$ cat config.mk
export PLATFORM = sky130hd
export DESIGN_NAME = fetch_pc_unit
export DESIGN_NICKNAME = d
export VERILOG_FILES = /design/src/rtl/cpu_fetch_pkg.sv /design/src/rtl/pc_incr.sv /design/src/rtl/fetch_pc_unit.sv
export SDC_FILE = /design/constraint.sdc
export NUM_CORES = 1
export LEC_CHECK = 0
export ABC_AREA = 1
export CAP_MARGIN = 20
export CORE_MARGIN = 1
export CORE_UTILIZATION = 45
export CTS_BUF_LIST = sky130_fd_sc_hd__clkbuf_2
export DETAILED_ROUTE_END_ITERATION = 12
export PLACE_DENSITY = 0.79
export SYNTH_ARGS = -nofsm -noshare
export SYNTH_HDL_FRONTEND = slang
export SYNTH_SLANG_ARGS = --single-unit
$ cat constraint.sdc
create_clock -name Clk -period 1.5 [get_ports Clk]
set_clock_uncertainty 0.1 [all_clocks]
set_input_delay 0.375 -clock Clk [delete_from_list [all_inputs] [get_ports Clk]]
set_output_delay 0.375 -clock Clk [all_outputs]
set_load 0.05 [all_outputs]
$ cat src/rtl/cpu_fetch_pkg.sv
// rtl/cpu_fetch_pkg.sv - shared types and constants for the fetch PC unit
package cpu_fetch_pkg;

    typedef enum logic [1:0] {
        S_REQ  = 2'd0,
        S_WAIT = 2'd1,
        S_HOLD = 2'd2
    } fetch_state_e;

    localparam logic [31:0] RESET_PC_DEF = 32'h0000_0000;
    localparam int unsigned PC_STEP_DEF  = 4;
    localparam logic [31:0] NOP_INSTR    = 32'h0000_0000;

endpackage

$ cat src/rtl/pc_incr.sv
// rtl/pc_incr.sv - modulo-2^32 sequential PC incrementer
module pc_incr #(
    parameter int unsigned PC_STEP = 4
) (
    input  logic [31:0] pc,
    output logic [31:0] pc_next
);

    assign pc_next = pc + 32'(PC_STEP);

endmodule

$ cat src/rtl/fetch_pc_unit.sv
// rtl/fetch_pc_unit.sv - IF-stage PC sequencer with single-outstanding imem fetch and IF/ID register
module fetch_pc_unit
    import cpu_fetch_pkg::*;
#(
    parameter logic [31:0] RESET_PC = RESET_PC_DEF,
    parameter int unsigned PC_STEP  = PC_STEP_DEF
) (
    input  logic        Clk,
    input  logic        Reset,
    input  logic        Stall,
    input  logic        BranchTaken,
    input  logic [31:0] BranchTarget,
    output logic        ImemReq,
    output logic [31:0] ImemAddr,
    input  logic        ImemReady,
    input  logic        ImemValid,
    input  logic [31:0] ImemData,
    output logic [31:0] IfIdPC,
    output logic [31:0] IfIdPCAdd,
    output logic [31:0] IfIdInstr,
    output logic        IfIdValid
);

    fetch_state_e state_q, state_d;
    logic         drop_q, drop_d;
    logic [31:0]  pc_q, pc_d;
    logic [31:0]  hold_q, hold_d;
    logic [31:0]  ifid_pc_q, ifid_pc_d;
    logic [31:0]  ifid_pcadd_q, ifid_pcadd_d;
    logic [31:0]  ifid_instr_q, ifid_instr_d;
    logic         ifid_valid_q, ifid_valid_d;

    logic [31:0]  pc_plus;
    logic         accept;
    logic         deliver;
    logic [31:0]  deliver_word;

    pc_incr #(.PC_STEP(PC_STEP)) u_pc_incr (
        .pc      (pc_q),
        .pc_next (pc_plus)
    );

    assign ImemReq   = Reset && (state_q == S_REQ);
    assign ImemAddr  = pc_q;
    assign accept    = ImemReq && ImemReady;
    assign IfIdPC    = ifid_pc_q;
    assign IfIdPCAdd = ifid_pcadd_q;
    assign IfIdInstr = ifid_instr_q;
    assign IfIdValid = ifid_valid_q;

    always_comb begin
        state_d      = state_q;
        drop_d       = drop_q;
        pc_d         = pc_q;
        hold_d       = hold_q;
        deliver      = 1'b0;
        deliver_word = ImemData;

        if (BranchTaken) begin
            // Redirect wins over stall; an old-path fetch still in flight gets marked for discard.
            pc_d   = BranchTarget & ~32'h3;
            hold_d = NOP_INSTR;
            unique case (state_q)
                S_REQ: begin
                    if (accept) begin
                        state_d = S_WAIT;
                        drop_d  = 1'b1;
                    end
                end
                S_WAIT: begin
                    if (ImemValid) begin
                        state_d = S_REQ;
                        drop_d  = 1'b0;
                    end else begin
                        drop_d  = 1'b1;
                    end
                end
                default: state_d = S_REQ;
            endcase
        end else begin
            unique case (state_q)
                S_REQ: begin
                    if (accept) state_d = S_WAIT;
                end
                S_WAIT: begin
                    if (ImemValid) begin
                        if (drop_q) begin
                            drop_d  = 1'b0;
                            state_d = S_REQ;
                        end else if (!Stall) begin
                            deliver = 1'b1;
                            state_d = S_REQ;
                        end else begin
                            hold_d  = ImemData;
                            state_d = S_HOLD;
                        end
                    end
                end
                default: begin
                    if (!Stall) begin
                        deliver      = 1'b1;
                        deliver_word = hold_q;
                        state_d      = S_REQ;
                    end
                end
            endcase
            if (deliver) pc_d = pc_plus;
        end
    end

    always_comb begin
        ifid_pc_d    = ifid_pc_q;
        ifid_pcadd_d = ifid_pcadd_q;
        ifid_instr_d = ifid_instr_q;
        ifid_valid_d = Stall ? ifid_valid_q : 1'b0;
        if (BranchTaken) begin
            ifid_valid_d = 1'b0;
        end else if (deliver) begin
            ifid_pc_d    = pc_q;
            ifid_pcadd_d = pc_plus;
            ifid_instr_d = deliver_word;
            ifid_valid_d = 1'b1;
        end
    end

    always_ff @(posedge Clk) begin
        if (!Reset) begin
            state_q <= S_REQ;
            drop_q  <= 1'b0;
        end else begin
            state_q <= state_d;
            drop_q  <= drop_d;
        end
    end

    always_ff @(posedge Clk) begin
        if (!Reset) begin
            pc_q   <= RESET_PC;
            hold_q <= NOP_INSTR;
        end else begin
            pc_q   <= pc_d;
            hold_q <= hold_d;
        end
    end

    always_ff @(posedge Clk) begin
        if (!Reset) begin
            ifid_pc_q    <= '0;
            ifid_pcadd_q <= '0;
            ifid_instr_q <= NOP_INSTR;
            ifid_valid_q <= 1'b0;
        end else begin
            ifid_pc_q    <= ifid_pc_d;
            ifid_pcadd_q <= ifid_pcadd_d;
            ifid_instr_q <= ifid_instr_d;
            ifid_valid_q <= ifid_valid_d;
        end
    end

endmodule

==> impl_results.html, run 1 <==
<table>
<tr><th>Metric</th><th>Value</th></tr>
<tr><th colspan="2">Synth</th></tr>
<tr><td>Yosys warning total</td><td>0</td></tr>
<tr><td>Sequential fraction of the synthesis area</td><td>between 40% and 50%</td></tr>
<tr><td>Number of enable flip-flop cells after synthesis</td><td>0</td></tr>
<tr><td>Dominant register cell in the synthesized netlist</td><td>sky130_fd_sc_hd__dfxtp_1</td></tr>
<tr><td>Mean cell area of the mapped netlist</td><td>6.89 um2</td></tr>
<tr><td>Async SR Flop Fraction</td><td>0%</td></tr>
<tr><td>Number of instances in the synthesized netlist</td><td>about 1,100</td></tr>
<tr><td>Number of register bits inferred by synthesis</td><td>approximately 160</td></tr>
<tr><td>Cell Area, Synth</td><td>approximately 7300 um2</td></tr>
<tr><td>Unique masters post-synth</td><td>33</td></tr>
<tr><th colspan="2">Run status</th></tr>
<tr><td>Error that halted the flow</td><td>[ERROR DPL-0038] Utilization greater than 100%, impossible to legalize</td></tr>
<tr><td>Stage at which the flow ended</td><td>global routing (5_1_grt)</td></tr>
<tr><td>Outcome</td><td>aborted with a tool error</td></tr>
<tr><th colspan="2">Floorplan</th></tr>
<tr><td>Height of the chip</td><td>between 100 and 150 um</td></tr>
<tr><td>Rows</td><td>between 40 and 50</td></tr>
<tr><td>Starting density of the core</td><td>roughly 46%</td></tr>
<tr><td>Overall die width</td><td>129 um</td></tr>
<tr><td>Ports</td><td>200</td></tr>
<tr><th colspan="2">Place</th></tr>
<tr><td>Number of buffers added on ports</td><td>approximately 190</td></tr>
<tr><td>Estimated wirelength of the detail-placed design</td><td>about 17,000 um</td></tr>
<tr><td>GP Congestion</td><td>around 0.91</td></tr>
<tr><td>Cell Area, Placed</td><td>~11,000 um2</td></tr>
<tr><th colspan="2">Clock network</th></tr>
<tr><td>Depth of the CTS H-tree</td><td>4</td></tr>
<tr><td>Clock sink count</td><td>roughly 160</td></tr>
<tr><td>Clock buffer depth</td><td>2</td></tr>
<tr><td>Buffer type at the clock tree root</td><td>sky130_fd_sc_hd__clkbuf_2</td></tr>
<tr><td>Number of buffers created by CTS</td><td>17</td></tr>
<tr><th colspan="2">Timing</th></tr>
<tr><td>Worst_ep grt</td><td>ImemReq</td></tr>
<tr><td>Worst endpoint type</td><td>primary output</td></tr>
<tr><th colspan="2">GRT</th></tr>
<tr><td>Pin count of the biggest net entering global routing</td><td>66</td></tr>
</table>
metrics by stage:
step / cells / setup WS [ns] / hold slack (ns) / setup TNS (ns)
3_3_place_gp: 1500 / -0.483 / 0.346 / -62.64
2_1_floorplan: 1063 / -0.102 / 0.331 / -0.943
4_1_cts: 1646 / -0.651 / 0.0900 / -81.24
3_5_place_dp: 1500 / -0.533 / 0.363 / -69.66
cells by family after synthesis:
logic type      synth area share [%]
compound gates                  17.4
xor+xnor                        1.32
fa+ha+maj                      0.172
buf+inv                         8.23
flops                           43.4
mux                             2.06
other cells                   0.0515
simple gates                    27.3
cell usage after synthesis (all sizes together), types with 4 or more instances:
cell type | n | area (um2)
a211oi | 15 | 113
a21boi | 17 | 128
a21oi | 102 | 518
buf | 40 | 249
clkbuf | 29 | 110
dfxtp | 158 | 3160
inv | 64 | 240
mux2i | 15 | 150
nand2 | 298 | 1130
nand3 | 41 | 210
nor2 | 162 | 623
o21a | 4 | 30.0
o21ai | 92 | 460
xor2 | 10 | 87.6
what timing repair did:
item,4_1_cts
gates cloned,30
pin swaps,60
resized for setup,428
setup buffers,88
hold endpoints to repair,11
hold buffers,1
setup endpoints to repair,263
==> inputs of run 2 (changes only) <==
--- a/config.mk
+++ b/config.mk
@@ -8,10 +8,9 @@
 export ABC_AREA = 1
 export CAP_MARGIN = 20
 export CORE_MARGIN = 1
-export CORE_UTILIZATION = 45
-export CTS_BUF_LIST = sky130_fd_sc_hd__clkbuf_2
+export CORE_UTILIZATION = 40
 export DETAILED_ROUTE_END_ITERATION = 12
-export PLACE_DENSITY = 0.79
+export PLACE_DENSITY_LB_ADDON = 0.15
 export SYNTH_ARGS = -nofsm -noshare
 export SYNTH_HDL_FRONTEND = slang
 export SYNTH_SLANG_ARGS = --single-unit
==> constraint.sdc (replaced) <==
create_clock -name Clk -period 1.95 [get_ports Clk]
set_clock_uncertainty 0.1 [all_clocks]
set_input_delay 0.4875 -clock Clk [delete_from_list [all_inputs] [get_ports Clk]]
set_output_delay 0.4875 -clock Clk [all_outputs]
set_load 0.05 [all_outputs]
==> impl_results.html, run 2 <==
<table>
<tr><th>Metric</th><th>Value</th></tr>
<tr><th colspan="2">Setup path</th></tr>
<tr><td>Sort of element at the start of the critical path</td><td>flip-flop</td></tr>
<tr><td>Path depth of the worst reg2reg path</td><td>10</td></tr>
<tr><td>FF-to-FF End</td><td>IfIdPCAdd[14]</td></tr>
<tr><td>CP Data Required Time</td><td>roughly 1.4 ns</td></tr>
<tr><td>Crit path buf inv count</td><td>2</td></tr>
<tr><td>Cell repeated most along the worst path</td><td>sky130_fd_sc_hd__buf_12</td></tr>
<tr><td>Crit path largest cell delay</td><td>between 0.3 and 0.4 ns</td></tr>
<tr><td>List of cells traversed by the critical path</td><td>buf_12 &gt; nor3_4 &gt; buf_12</td></tr>
<tr><td>Worst Path Class, Setup</td><td>flip-flop to output pin</td></tr>
<tr><td>Critical path endpoint category</td><td>output pin</td></tr>
<tr><td>Worst EP arrival</td><td>1.33 ns</td></tr>
<tr><td>Reg2Reg Launch Point</td><td>ImemAddr[2]</td></tr>
<tr><td>Reg2Reg Setup Slack</td><td>~0.13 ns</td></tr>
<tr><td>Maximum fanout count along the critical path</td><td>4</td></tr>
<tr><td>Family of cells with the greatest summed delay on the critical path</td><td>flip-flops</td></tr>
<tr><td>Slowest library cell on the worst path</td><td>sky130_fd_sc_hd__dfxtp_4</td></tr>
<tr><th colspan="2">Place</th></tr>
<tr><td>Pre-CTS setup slack</td><td>-0.212 ns</td></tr>
<tr><td>GP Congestion</td><td>roughly 0.84</td></tr>
<tr><td>Estimated wirelength of the detail-placed design</td><td>around 15,000 um</td></tr>
<tr><td>Number of buffers added on ports</td><td>between 150 and 200</td></tr>
<tr><td>Number of instances in the placed design</td><td>approximately 1,500</td></tr>
<tr><th colspan="2">Worst hold path</th></tr>
<tr><td>Hold Path Sink</td><td>IfIdValid</td></tr>
<tr><td>Hold/Removal Path Class</td><td>flip-flop to flip-flop</td></tr>
<tr><td>Hold Path Stages</td><td>2</td></tr>
<tr><td>Worst hold start</td><td>IfIdValid</td></tr>
<tr><th colspan="2">Synth</th></tr>
<tr><td>Area fraction of the dominant cell type after synthesis</td><td>a little over two fifths</td></tr>
<tr><td>Cell Area, Synth</td><td>7290 um2</td></tr>
<tr><td>Unique masters post-synth</td><td>33</td></tr>
<tr><td>Most numerous cell in the Yosys netlist</td><td>sky130_fd_sc_hd__nand2_1</td></tr>
<tr><td>Async SR Flop Fraction</td><td>0%</td></tr>
<tr><td>Dominant register cell in the synthesized netlist</td><td>sky130_fd_sc_hd__dfxtp_1</td></tr>
<tr><td>Cell type contributing the most total cell area after synthesis</td><td>sky130_fd_sc_hd__dfxtp_1</td></tr>
<tr><td>Number of instances in the synthesized netlist</td><td>1,058</td></tr>
<tr><td>Mean cell area of the mapped netlist</td><td>around 7 um2</td></tr>
<tr><td>Post-synth top cells</td><td>sky130_fd_sc_hd__nand2_1, sky130_fd_sc_hd__dfxtp_1, sky130_fd_sc_hd__nor2_1</td></tr>
<tr><td>Sequential fraction of the synthesis area</td><td>between 40% and 50%</td></tr>
<tr><td>Number of register bits inferred by synthesis</td><td>~160</td></tr>
<tr><td>Combinational family with the most area after synthesis</td><td>simple AND/OR/NAND/NOR gates</td></tr>
<tr><td>Portion of netlist area occupied by mux cells</td><td>under 10%</td></tr>
<tr><td>Number of enable flip-flop cells after synthesis</td><td>0</td></tr>
<tr><td>Synthesized-area fraction occupied by and/or/nand/nor cells</td><td>between 20% and 30%</td></tr>
<tr><td>Yosys warning total</td><td>0</td></tr>
<tr><td>Main area contributors after synthesis</td><td>sky130_fd_sc_hd__dfxtp_1, sky130_fd_sc_hd__nand2_1, sky130_fd_sc_hd__nor2_1, sky130_fd_sc_hd__a21oi_1, sky130_fd_sc_hd__o21ai_0</td></tr>
<tr><td>Synthesized-area fraction occupied by ao, oa, aoi and oai cells</td><td>between 10% and 20%</td></tr>
<tr><td>Post-Synth Adder-Cell Area</td><td>less than 1%</td></tr>
<tr><td>Area share of xor/xnor cells in the synthesized design</td><td>roughly 1.3%</td></tr>
<tr><th colspan="2">Layout</th></tr>
<tr><td>Synthesis-to-finish area growth</td><td>40.6%</td></tr>
<tr><td>Share of the core filled with cells</td><td>between 50 and 60%</td></tr>
<tr><td>Leading cell type in the layout, fill and taps excluded</td><td>sky130_fd_sc_hd__nand2_1</td></tr>
<tr><td>Non-filler instance count after layout</td><td>between 1,000 and 1,500</td></tr>
<tr><td>Count of nets after finishing</td><td>between 1,000 and 1,500</td></tr>
<tr><td>Fillcell total</td><td>~1,700</td></tr>
<tr><td>Commonest non-fill, non-tap cells in the layout</td><td>sky130_fd_sc_hd__nand2_1, sky130_fd_sc_hd__nor2_1, sky130_fd_sc_hd__dfxtp_1</td></tr>
<tr><td>Fraction of layout cells with a size suffix above 1</td><td>a little under a fifth</td></tr>
<tr><td>Antenna diode count</td><td>0</td></tr>
<tr><td>Multi-input combinational cell area</td><td>3560 um2</td></tr>
<tr><td>Sequential cell area in the final layout</td><td>~3200 um2</td></tr>
<tr><th colspan="2">Run status</th></tr>
<tr><td>Outcome</td><td>finished, final reports clean</td></tr>
<tr><th colspan="2">GRT</th></tr>
<tr><td>GRT overflow</td><td>0</td></tr>
<tr><td>Number of global-route vias before repair</td><td>6,659</td></tr>
<tr><td>Global-route wire length before repair</td><td>34,100 um</td></tr>
<tr><td>Pin count of the biggest net entering global routing</td><td>60</td></tr>
<tr><td>Antenna violations before repair</td><td>0</td></tr>
<tr><td>Total track usage</td><td>23.5%</td></tr>
<tr><th colspan="2">Floorplan</th></tr>
<tr><td>DIE AREA</td><td>between 15,000 and 20,000 um2</td></tr>
<tr><td>Ports</td><td>200</td></tr>
<tr><td>Height of the chip</td><td>between 100 and 150 um</td></tr>
<tr><td>Starting density of the core</td><td>around 42%</td></tr>
<tr><td>Core area</td><td>roughly 18,000 um2</td></tr>
<tr><td>Overall die width</td><td>between 100 and 150 um</td></tr>
<tr><td>Rows</td><td>48</td></tr>
<tr><th colspan="2">Route</th></tr>
<tr><td>Total wire length</td><td>21,500 um</td></tr>
<tr><td>Iteration-0 DRC Markers</td><td>between 400 and 500</td></tr>
<tr><td>Total via count after detailed routing</td><td>between 7,000 and 8,000</td></tr>
<tr><td>DR vias/cell</td><td>about 4.8</td></tr>
<tr><td>Post-route ant nets</td><td>0</td></tr>
<tr><td>First-pass detailed-route iteration total</td><td>5</td></tr>
<tr><td>Average wire per cell in the routed design</td><td>around 14 um</td></tr>
<tr><td>Residual DRC count</td><td>0</td></tr>
<tr><th colspan="2">Pwr</th></tr>
<tr><td>Power share of the sequential group</td><td>43.6%</td></tr>
<tr><td>Clk network pwr share</td><td>between 40 and 50%</td></tr>
<tr><td>Power Density</td><td>approximately 750 nW/um2</td></tr>
<tr><td>Switching share of total power</td><td>a little over a quarter</td></tr>
<tr><td>Internal power</td><td>5.66 mW</td></tr>
<tr><td>Max rail drop VDD</td><td>0.590 mV</td></tr>
<tr><td>Net Switching</td><td>just over 2 mW</td></tr>
<tr><td>Part of the total power dissipated in combinational logic</td><td>between 10% and 20%</td></tr>
<tr><td>Leakage Power</td><td>approximately 4.5 nW</td></tr>
<tr><th colspan="2">Timing</th></tr>
<tr><td>Share of the clock period used by the worst path</td><td>between 90% and 100%</td></tr>
<tr><td>Final-layout worst hold slack</td><td>approximately 0.35 ns</td></tr>
<tr><td>Final Max Slew Viols</td><td>0</td></tr>
<tr><td>Final setup violating endpoints</td><td>0</td></tr>
<tr><td>Time the final worst path needs with I/O delays and setup</td><td>roughly 1.9 ns</td></tr>
<tr><td>Number of endpoints with negative hold slack in the final report</td><td>0</td></tr>
<tr><td>Slew @ Worst Pin</td><td>~0.64 ns</td></tr>
<tr><td>RSZ-0062 raised after global routing</td><td>false</td></tr>
<tr><td>Top achievable clock speed</td><td>0.521 GHz</td></tr>
<tr><td>Setup slack after layout</td><td>roughly 0.031 ns</td></tr>
<tr><td>Max_slew headroom</td><td>a little under three fifths</td></tr>
<tr><th colspan="2">Clock network</th></tr>
<tr><td>Buffer type at the clock tree root</td><td>sky130_fd_sc_hd__clkbuf_16</td></tr>
<tr><td>Number of buffers created by CTS</td><td>17</td></tr>
<tr><td>Clock insertion delay at the later pin of the skew report</td><td>between 0.4 and 0.5 ns</td></tr>
<tr><td>Clock sink count</td><td>about 160</td></tr>
<tr><td>Depth of the CTS H-tree</td><td>4</td></tr>
<tr><td>Clock edge transition at the registers on the reported setup and hold paths</td><td>~0.060 ns</td></tr>
<tr><td>Clock buffer depth</td><td>2</td></tr>
<tr><td>Clock tree from TritonCTS</td><td>yes</td></tr>
<tr><th colspan="2">Job</th></tr>
<tr><td>Max-cap violations</td><td>0</td></tr>
</table>
## run 2: cell counts after synthesis
No cell type changed its count.
## run 2: worst register-to-register path, stage by stage, from the launching register on
cell	delay, ns
sky130_fd_sc_hd__dfxtp_2	0.35
sky130_fd_sc_hd__ha_1	0.19
sky130_fd_sc_hd__nand2_1	0.10
sky130_fd_sc_hd__nor2_4	0.19
sky130_fd_sc_hd__nand2_2	0.12
sky130_fd_sc_hd__nor2_2	0.25
sky130_fd_sc_hd__nand2_1	0.08
sky130_fd_sc_hd__nand2_1	0.07
sky130_fd_sc_hd__nor2_1	0.05
sky130_fd_sc_hd__a21oi_1	0.13
sky130_fd_sc_hd__nor2_1	0.05
## run 2: power groups by stage
| stage | sequential (mW) | combinational [mW] | clock [mW] |
|---|---|---|---|
| floorplan | 3.60 | 0.373 | 0 |
| global placement | 3.42 | 1.03 | 0 |
| detailed placement | 3.42 | 1.03 | 0 |
| CTS | 3.35 | 1.04 | 3.34 |
| global route | 3.35 | 1.12 | 3.49 |
| finish | 3.35 | 1.03 | 3.30 |
## run 2: routing by layer
metal	global-route usage, %	share of wire [%]
met5	0	0
met1	30.2	45
met4	7.02	1.4
met2	38.0	47
met3	6.63	7.3
## run 2: final cells by class
type / count / share of cell area [%]
Multi-Input combinational cell: 772 / 34.7
Sequential cell: 158 / 31.0
Timing Repair Buffer: 247 / 23.5
Clock buffer: 19 / 4.32
Tap cell: 225 / 2.75
Inverter: 64 / 2.36
Clock inverter: 13 / 1.36
## run 2: per-stage QoR
step / instance area, um2 / total power, mW / TNS [ns]
after global placement: 9630 / 4.45 / -17.47
after global routing: 10200 / 7.96 / 0
final: 10200 / 7.68 / 0
after floorplan: 7310 / 3.98 / 0
after detailed placement: 9630 / 4.45 / -21.73
after CTS: 10200 / 7.73 / 0
## run 2: cell families after synthesis
kind of cell             count (synthesis)
AND/OR/NAND/NOR                        506
adder cells (fa/ha/maj)                  1
AO/OA/AOI/OAI                          233
other                                    1
flip-flops                             158
multiplexers                            15
buffers and inverters                  133
XOR/XNOR                                11
## run 2: how the worst max path moves through the flow
| stage | from | to | slack (ns) | cells past startpoint |
|---|---|---|---|---|
| after floorplan | ImemAddr[4] | IfIdPCAdd[14] | 0.1 | 9 |
| final | state_q[1] | ImemReq | 0.03 | 3 |
| after CTS | state_q[1] | ImemReq | 0.02 | 3 |
| after global routing | ImemAddr[2] | ImemAddr[14] | 0.0005 | 10 |
| after global placement | ImemValid | ImemAddr[10] | -0.18 | 8 |
| after detailed placement | ImemValid | IfIdPC[31] | -0.21 | 8 |
## run 2: repair_timing
action | CTS | global route
endpoints found under the setup margin | 1 | 6
setup buffers | 0 | 1
hold buffers | 0 | 0
gates resized for setup | 2 | 6
pin swaps | 1 | 2
(Power assumes the default switching activity.)
==> inputs of run 3 (changes only) <==
==> constraint.sdc (replaced) <==
create_clock -name Clk -period 1.95 [get_ports Clk]
set_clock_uncertainty 0.1 [all_clocks]
set_input_delay 0.195 -clock Clk [delete_from_list [all_inputs] [get_ports Clk]]
set_output_delay 0.195 -clock Clk [all_outputs]
set_load 0.05 [all_outputs]
==> impl_results.html, run 3 (synthesized netlist as in run 2, its figures left out) <==
<table>
<tr><th>Metric</th><th>Value</th></tr>
<tr><th colspan="2">Layout</th></tr>
<tr><td>Synthesis-to-finish area growth</td><td>37.4%</td></tr>
<tr><td>Design Area, Final</td><td>roughly 10,000 um2</td></tr>
<tr><td>Commonest non-fill, non-tap cells in the layout</td><td>sky130_fd_sc_hd__nand2_1, sky130_fd_sc_hd__nor2_1, sky130_fd_sc_hd__dfxtp_1</td></tr>
<tr><td>Count of nets after finishing</td><td>around 1,300</td></tr>
<tr><td>Leading cell type in the layout, fill and taps excluded</td><td>sky130_fd_sc_hd__nand2_1</td></tr>
<tr><td>Fraction of layout cells with a size suffix above 1</td><td>under 10%</td></tr>
<tr><td>Antenna diode count</td><td>0</td></tr>
<tr><th colspan="2">Floorplan</th></tr>
<tr><td>Height of the chip</td><td>approximately 140 um</td></tr>
<tr><td>Rows</td><td>48</td></tr>
<tr><td>Core area</td><td>approximately 18,000 um2</td></tr>
<tr><td>DIE AREA</td><td>18,800 um2</td></tr>
<tr><td>Overall die width</td><td>137 um</td></tr>
<tr><td>Ports</td><td>200</td></tr>
<tr><td>Starting density of the core</td><td>41.5%</td></tr>
<tr><th colspan="2">GRT</th></tr>
<tr><td>Total track usage</td><td>a little under a quarter</td></tr>
<tr><td>Pin count of the biggest net entering global routing</td><td>49</td></tr>
<tr><td>Number of global-route vias before repair</td><td>roughly 6,600</td></tr>
<tr><td>Global-route wire length before repair</td><td>~34,000 um</td></tr>
<tr><td>Antenna violations before repair</td><td>0</td></tr>
<tr><td>GRT overflow</td><td>0</td></tr>
<tr><th colspan="2">Route</th></tr>
<tr><td>Post-route ant nets</td><td>0</td></tr>
<tr><td>DR vias/cell</td><td>~4.9</td></tr>
<tr><td>Average wire per cell in the routed design</td><td>roughly 15 um</td></tr>
<tr><td>Residual DRC count</td><td>0</td></tr>
<tr><td>First-pass detailed-route iteration total</td><td>5</td></tr>
<tr><td>Total wire length</td><td>21,600 um</td></tr>
<tr><td>Total via count after detailed routing</td><td>between 7,000 and 8,000</td></tr>
<tr><td>Iteration-0 DRC Markers</td><td>between 200 and 300</td></tr>
<tr><th colspan="2">Clock network</th></tr>
<tr><td>Count of buffers added by post-CTS timing repair for setup</td><td>0</td></tr>
<tr><td>Cts repair resizes</td><td>14</td></tr>
<tr><td>Clock sink count</td><td>around 160</td></tr>
<tr><td>Clock edge transition at the registers on the reported setup and hold paths</td><td>approximately 0.060 ns</td></tr>
<tr><td>Clock insertion delay at the later pin of the skew report</td><td>between 0.4 and 0.5 ns</td></tr>
<tr><td>Number of buffers created by CTS</td><td>17</td></tr>
<tr><td>Hold-fix buffers, CTS</td><td>0</td></tr>
<tr><td>Clock tree from TritonCTS</td><td>yes</td></tr>
<tr><td>Clock buffer depth</td><td>2</td></tr>
<tr><td>Buffer type at the clock tree root</td><td>sky130_fd_sc_hd__clkbuf_16</td></tr>
<tr><td>Depth of the CTS H-tree</td><td>4</td></tr>
<tr><th colspan="2">Pwr</th></tr>
<tr><td>Power share of the sequential group</td><td>between 40% and 50%</td></tr>
<tr><td>Power Density</td><td>752 nW/um2</td></tr>
<tr><td>Net Switching</td><td>2.07 mW</td></tr>
<tr><td>Leakage Power</td><td>between 4 and 5 nW</td></tr>
<tr><td>Overall power</td><td>7.53 mW</td></tr>
<tr><td>Max rail drop VDD</td><td>between 0.6 and 0.7 mV</td></tr>
<tr><td>Internal power</td><td>around 5.5 mW</td></tr>
<tr><td>Clk network pwr share</td><td>around 43%</td></tr>
<tr><td>Switching share of total power</td><td>between 20 and 30%</td></tr>
<tr><td>Part of the total power dissipated in combinational logic</td><td>between 10% and 20%</td></tr>
<tr><th colspan="2">Setup path</th></tr>
<tr><td>Maximum fanout count along the critical path</td><td>2</td></tr>
<tr><td>Worst EP arrival</td><td>1.60 ns</td></tr>
<tr><td>Crit path buf inv count</td><td>1</td></tr>
<tr><td>Critical path endpoint category</td><td>output pin</td></tr>
<tr><td>Sort of element at the start of the critical path</td><td>flip-flop</td></tr>
<tr><td>List of cells traversed by the critical path</td><td>clkdlybuf4s50_1</td></tr>
<tr><td>CP Data Required Time</td><td>1.65 ns</td></tr>
<tr><td>Slowest library cell on the worst path</td><td>sky130_fd_sc_hd__clkdlybuf4s50_1</td></tr>
<tr><td>Family of cells with the greatest summed delay on the critical path</td><td>buffers and inverters</td></tr>
<tr><td>Worst Path Class, Setup</td><td>flip-flop to output pin</td></tr>
<tr><td>Crit path largest cell delay</td><td>between 0.8 and 0.9 ns</td></tr>
<tr><th colspan="2">Timing</th></tr>
<tr><td>Top achievable clock speed</td><td>~0.53 GHz</td></tr>
<tr><td>RSZ-0062 raised after global routing</td><td>false</td></tr>
<tr><td>Final TNS setup</td><td>0 ns</td></tr>
<tr><td>Share of the clock period used by the worst path</td><td>97.4%</td></tr>
<tr><td>Time the final worst path needs with I/O delays and setup</td><td>1.90 ns</td></tr>
<tr><td>Slew @ Worst Pin</td><td>between 0.6 and 0.7 ns</td></tr>
<tr><td>Final setup violating endpoints</td><td>0</td></tr>
<tr><td>Final Max Slew Viols</td><td>0</td></tr>
<tr><td>Final-layout worst hold slack</td><td>0.0753 ns</td></tr>
<tr><td>Max_slew headroom</td><td>57.1%</td></tr>
<tr><td>Setup slack after layout</td><td>0.0512 ns</td></tr>
<tr><td>Number of endpoints with negative hold slack in the final report</td><td>0</td></tr>
<tr><th colspan="2">Place</th></tr>
<tr><td>Number of buffers added on ports</td><td>191</td></tr>
<tr><td>Cell Area, Placed</td><td>between 9000 and 10,000 um2</td></tr>
<tr><td>GP Congestion</td><td>a little over 0.8</td></tr>
<tr><td>Pre-CTS setup slack</td><td>0.0426 ns</td></tr>
<tr><td>Estimated wirelength of the detail-placed design</td><td>between 10,000 and 15,000 um</td></tr>
<tr><th colspan="2">Worst hold path</th></tr>
<tr><td>Hold/Removal Path Class</td><td>primary input to flip-flop</td></tr>
<tr><th colspan="2">Job</th></tr>
<tr><td>Max-cap violations</td><td>0</td></tr>
<tr><th colspan="2">Run status</th></tr>
<tr><td>Outcome</td><td>finished, final reports clean</td></tr>
</table>
run 3: changes by cell type in the layout (fill, tap and decap cells not counted), moves of 2 or more:
cell / previous run / this run
sky130_fd_sc_hd__buf_12: 32 / 8
sky130_fd_sc_hd__buf_4: 148 / 50
sky130_fd_sc_hd__clkdlybuf4s50_1: 65 / 147
sky130_fd_sc_hd__clkinv_2: 5 / 2
sky130_fd_sc_hd__clkinvlp_4: 2 / 6
sky130_fd_sc_hd__dfxtp_1: 154 / 156
sky130_fd_sc_hd__dlygate4sd2_1: 0 / 14
sky130_fd_sc_hd__dlymetal6s2s_1: 0 / 5
sky130_fd_sc_hd__inv_6: 2 / 4
run 3: stage by stage:
| stage | utilization [%] | cells |
|---|---|---|
| 4_1_cts | 57.0 | 1477 |
| 6_report | 57.1 | 1477 |
| 2_1_floorplan | - | 1063 |
| 3_5_place_dp | 53.8 | 1445 |
| 3_3_place_gp | 53.8 | 1445 |
| 5_1_grt | 57.1 | 1477 |
run 3: power by group through the flow:
| stage | clock network [mW] | logic, mW | registers (mW) |
|---|---|---|---|
| after floorplan | 0 | 0.373 | 3.60 |
| final | 3.25 | 0.918 | 3.35 |
| after detailed placement | 0 | 0.930 | 3.43 |
| after global routing | 3.44 | 0.999 | 3.36 |
| after global placement | 0 | 0.924 | 3.43 |
| after CTS | 3.31 | 0.924 | 3.35 |
run 3: path summary, 6_finish.rpt:
check	from	to	slack, ns	depth (start not counted)
setup reg to reg	ImemAddr[14]	ImemAddr[16]	0.16	7
hold / removal	Reset	IfIdInstr[1]	0.08	3
setup / recovery	IfIdInstr[14]	IfIdInstr[14]	0.05	1
hold reg to reg	IfIdValid	IfIdValid	0.35	2
run 3: area by class of cell:
type / count / area (um2)
clock inverter: 14 / 133
multi-input combinational: 772 / 3550
timing repair buffer: 226 / 2200
tap: 225 / 282
inverter: 64 / 241
sequential: 158 / 3170
fill: 1699 / 7530
clock buffer: 18 / 439
run 3: tightest hold or removal path, delay by kind of cell:
family | cells | cell delay [ns]
and+or+nand+nor | 1 | 0.04
AOI/OAI and AO/OA | 1 | 0.11
buffers and inverters | 1 | 0.21
run 3: routing by layer:
layer	share of wire (%)	GRT usage (%)
met4	1.8	7.39
met5	0	0
met1	46	30.0
met2	46	38.3
met3	6.4	7.41
==> inputs of run 4 (changes only) <==
--- a/config.mk
+++ b/config.mk
@@ -7,8 +7,9 @@
 export LEC_CHECK = 0
 export ABC_AREA = 1
 export CAP_MARGIN = 20
-export CORE_MARGIN = 1
+export CORE_MARGIN = 4
 export CORE_UTILIZATION = 40
+export CTS_CLUSTER_DIAMETER = 60
 export DETAILED_ROUTE_END_ITERATION = 12
 export PLACE_DENSITY_LB_ADDON = 0.15
 export SYNTH_ARGS = -nofsm -noshare
==> impl_results.html, run 4 (synthesized netlist as in run 2, its figures left out) <==
<table>
<tr><th>Metric</th><th>Value</th></tr>
<tr><th colspan="2">GRT</th></tr>
<tr><td>Global-route wire length before repair</td><td>35,500 um</td></tr>
<tr><td>Total track usage</td><td>a little over a fifth</td></tr>
<tr><td>Antenna violations before repair</td><td>0</td></tr>
<tr><td>Pin count of the biggest net entering global routing</td><td>60</td></tr>
<tr><td>Number of global-route vias before repair</td><td>6,871</td></tr>
<tr><td>GRT overflow</td><td>0</td></tr>
<tr><th colspan="2">Layout</th></tr>
<tr><td>Multi-input combinational cell area</td><td>3550 um2</td></tr>
<tr><td>Fraction of layout cells with a size suffix above 1</td><td>8.53%</td></tr>
<tr><td>Design Area, Final</td><td>around 10,000 um2</td></tr>
<tr><td>Fillcell total</td><td>between 1,500 and 2,000</td></tr>
<tr><td>Sequential cell area in the final layout</td><td>about 3200 um2</td></tr>
<tr><td>Antenna diode count</td><td>0</td></tr>
<tr><td>Commonest non-fill, non-tap cells in the layout</td><td>sky130_fd_sc_hd__nand2_1, sky130_fd_sc_hd__nor2_1, sky130_fd_sc_hd__dfxtp_1</td></tr>
<tr><td>Count of nets after finishing</td><td>around 1,300</td></tr>
<tr><td>Non-filler instance count after layout</td><td>~1,500</td></tr>
<tr><td>Synthesis-to-finish area growth</td><td>38.7%</td></tr>
<tr><td>Leading cell type in the layout, fill and taps excluded</td><td>sky130_fd_sc_hd__nand2_1</td></tr>
<tr><th colspan="2">Place</th></tr>
<tr><td>Cell Area, Placed</td><td>approximately 9500 um2</td></tr>
<tr><td>Number of instances in the placed design</td><td>~1,500</td></tr>
<tr><td>Number of buffers added on ports</td><td>about 190</td></tr>
<tr><td>Estimated wirelength of the detail-placed design</td><td>about 16,000 um</td></tr>
<tr><td>GP Congestion</td><td>around 0.85</td></tr>
<tr><th colspan="2">Setup path</th></tr>
<tr><td>Family of cells with the greatest summed delay on the critical path</td><td>buffers and inverters</td></tr>
<tr><td>List of cells traversed by the critical path</td><td>clkdlybuf4s50_1</td></tr>
<tr><td>Critical path endpoint category</td><td>output pin</td></tr>
<tr><td>CP Data Required Time</td><td>between 1.5 and 2 ns</td></tr>
<tr><td>Sort of element at the start of the critical path</td><td>flip-flop</td></tr>
<tr><td>Path depth of the worst reg2reg path</td><td>8</td></tr>
<tr><td>Worst Path Class, Setup</td><td>flip-flop to output pin</td></tr>
<tr><td>Crit path largest cell delay</td><td>roughly 0.83 ns</td></tr>
<tr><td>Maximum fanout count along the critical path</td><td>2</td></tr>
<tr><td>Worst EP arrival</td><td>around 1.6 ns</td></tr>
<tr><td>Slowest library cell on the worst path</td><td>sky130_fd_sc_hd__clkdlybuf4s50_1</td></tr>
<tr><td>Crit path buf inv count</td><td>1</td></tr>
<tr><td>Instance count on the critical path</td><td>1</td></tr>
<tr><th colspan="2">Clock network</th></tr>
<tr><td>Number of buffers created by CTS</td><td>17</td></tr>
<tr><td>Buffer type at the clock tree root</td><td>sky130_fd_sc_hd__clkbuf_16</td></tr>
<tr><td>Clock buffer depth</td><td>2</td></tr>
<tr><td>Depth of the CTS H-tree</td><td>4</td></tr>
<tr><td>Hold-fix buffers, CTS</td><td>0</td></tr>
<tr><td>Clock tree from TritonCTS</td><td>yes</td></tr>
<tr><td>Count of buffers added by post-CTS timing repair for setup</td><td>0</td></tr>
<tr><td>Clock insertion delay at the later pin of the skew report</td><td>around 0.42 ns</td></tr>
<tr><td>Clock edge transition at the registers on the reported setup and hold paths</td><td>roughly 0.06 ns</td></tr>
<tr><td>Clock sink count</td><td>158</td></tr>
<tr><th colspan="2">Job</th></tr>
<tr><td>Max-cap violations</td><td>0</td></tr>
<tr><th colspan="2">Floorplan</th></tr>
<tr><td>Height of the chip</td><td>143 um</td></tr>
<tr><td>Rows</td><td>between 40 and 50</td></tr>
<tr><td>Overall die width</td><td>143 um</td></tr>
<tr><td>Ports</td><td>200</td></tr>
<tr><td>Starting density of the core</td><td>approximately two fifths</td></tr>
<tr><td>DIE AREA</td><td>just over 20,000 um2</td></tr>
<tr><td>Core area</td><td>roughly 18,000 um2</td></tr>
<tr><th colspan="2">Route</th></tr>
<tr><td>First-pass detailed-route iteration total</td><td>6</td></tr>
<tr><td>Total wire length</td><td>22,700 um</td></tr>
<tr><td>Residual DRC count</td><td>0</td></tr>
<tr><td>Iteration-0 DRC Markers</td><td>~440</td></tr>
<tr><td>Average wire per cell in the routed design</td><td>15.3 um</td></tr>
<tr><td>Total via count after detailed routing</td><td>between 7,000 and 8,000</td></tr>
<tr><td>Post-route ant nets</td><td>0</td></tr>
<tr><td>DR vias/cell</td><td>4.95</td></tr>
<tr><th colspan="2">Pwr</th></tr>
<tr><td>Max rail drop VDD</td><td>between 0.5 and 0.6 mV</td></tr>
<tr><td>Leakage Power</td><td>about 4.2 nW</td></tr>
<tr><td>Power Density</td><td>approximately 780 nW/um2</td></tr>
<tr><td>Overall power</td><td>7.86 mW</td></tr>
<tr><th colspan="2">Timing</th></tr>
<tr><td>Slew @ Worst Pin</td><td>around 0.66 ns</td></tr>
<tr><td>Number of endpoints with negative hold slack in the final report</td><td>0</td></tr>
<tr><td>Top achievable clock speed</td><td>between 0.5 and 0.6 GHz</td></tr>
<tr><td>Final Max Slew Viols</td><td>0</td></tr>
<tr><td>Max_slew headroom</td><td>a little under three fifths</td></tr>
<tr><td>Time the final worst path needs with I/O delays and setup</td><td>around 1.9 ns</td></tr>
<tr><td>Final setup violating endpoints</td><td>0</td></tr>
<tr><td>Share of the clock period used by the worst path</td><td>between 90% and 100%</td></tr>
<tr><th colspan="2">Worst hold path</th></tr>
<tr><td>Hold/Removal Path Class</td><td>primary input to flip-flop</td></tr>
<tr><td>Hold Path Stages</td><td>3</td></tr>
<tr><th colspan="2">Run status</th></tr>
<tr><td>Outcome</td><td>finished, final reports clean</td></tr>
</table>
## run 4: through the flow
stage	hold WS, ns	setup TNS [ns]	setup slack [ns]	util (%)
after global placement	0.345	0	0.0721	52.7
after floorplan	0.252	0	0.0958	-
final	0.0784	0	0.0360	56.3
after CTS	0.0675	0	0.00690	56.1
after global routing	0.0732	-0.00853	-0.00500	56.3
after detailed placement	0.349	0	0.0311	52.7
## run 4: cell type report
cell class / instances / area share, %
Multi-Input combinational cell: 772 / 35.1
Sequential cell: 158 / 31.3
Timing Repair Buffer: 228 / 22.1
Clock buffer: 23 / 4.63
Tap cell: 229 / 2.83
Inverter: 64 / 2.39
Clock inverter: 9 / 1.57
## run 4: per-layer routing
layer | GRT usage (%) | vias up | wire length [um]
li1 | - | 3764 | -
met1 | 27.9 | 3347 | 10000
met2 | 36.5 | 194 | 10800
met3 | 5.32 | 33 | 1400
met4 | 7.00 | 0 | 471
met5 | 0 | - | 0
## run 4: where the power goes
part / internal [mW] / switching [mW]
Combinational: 0.353 / 0.570
Sequential: 3.29 / 0.0628
Clock: 2.22 / 1.36
## run 4: timing repair
item	4_1_cts	5_1_grt
gates cloned	0	1
pin swaps	0	0
setup endpoints to repair	12	8
gates resized for setup	12	4
## run 4: final timing paths
check           startpoint            end  slack [ns]
max          IfIdInstr[28]  IfIdInstr[28]        0.04
min reg2reg      IfIdValid      IfIdValid        0.35
max reg2reg    ImemAddr[2]   ImemAddr[16]        0.12
min                  Stall     state_q[1]        0.08
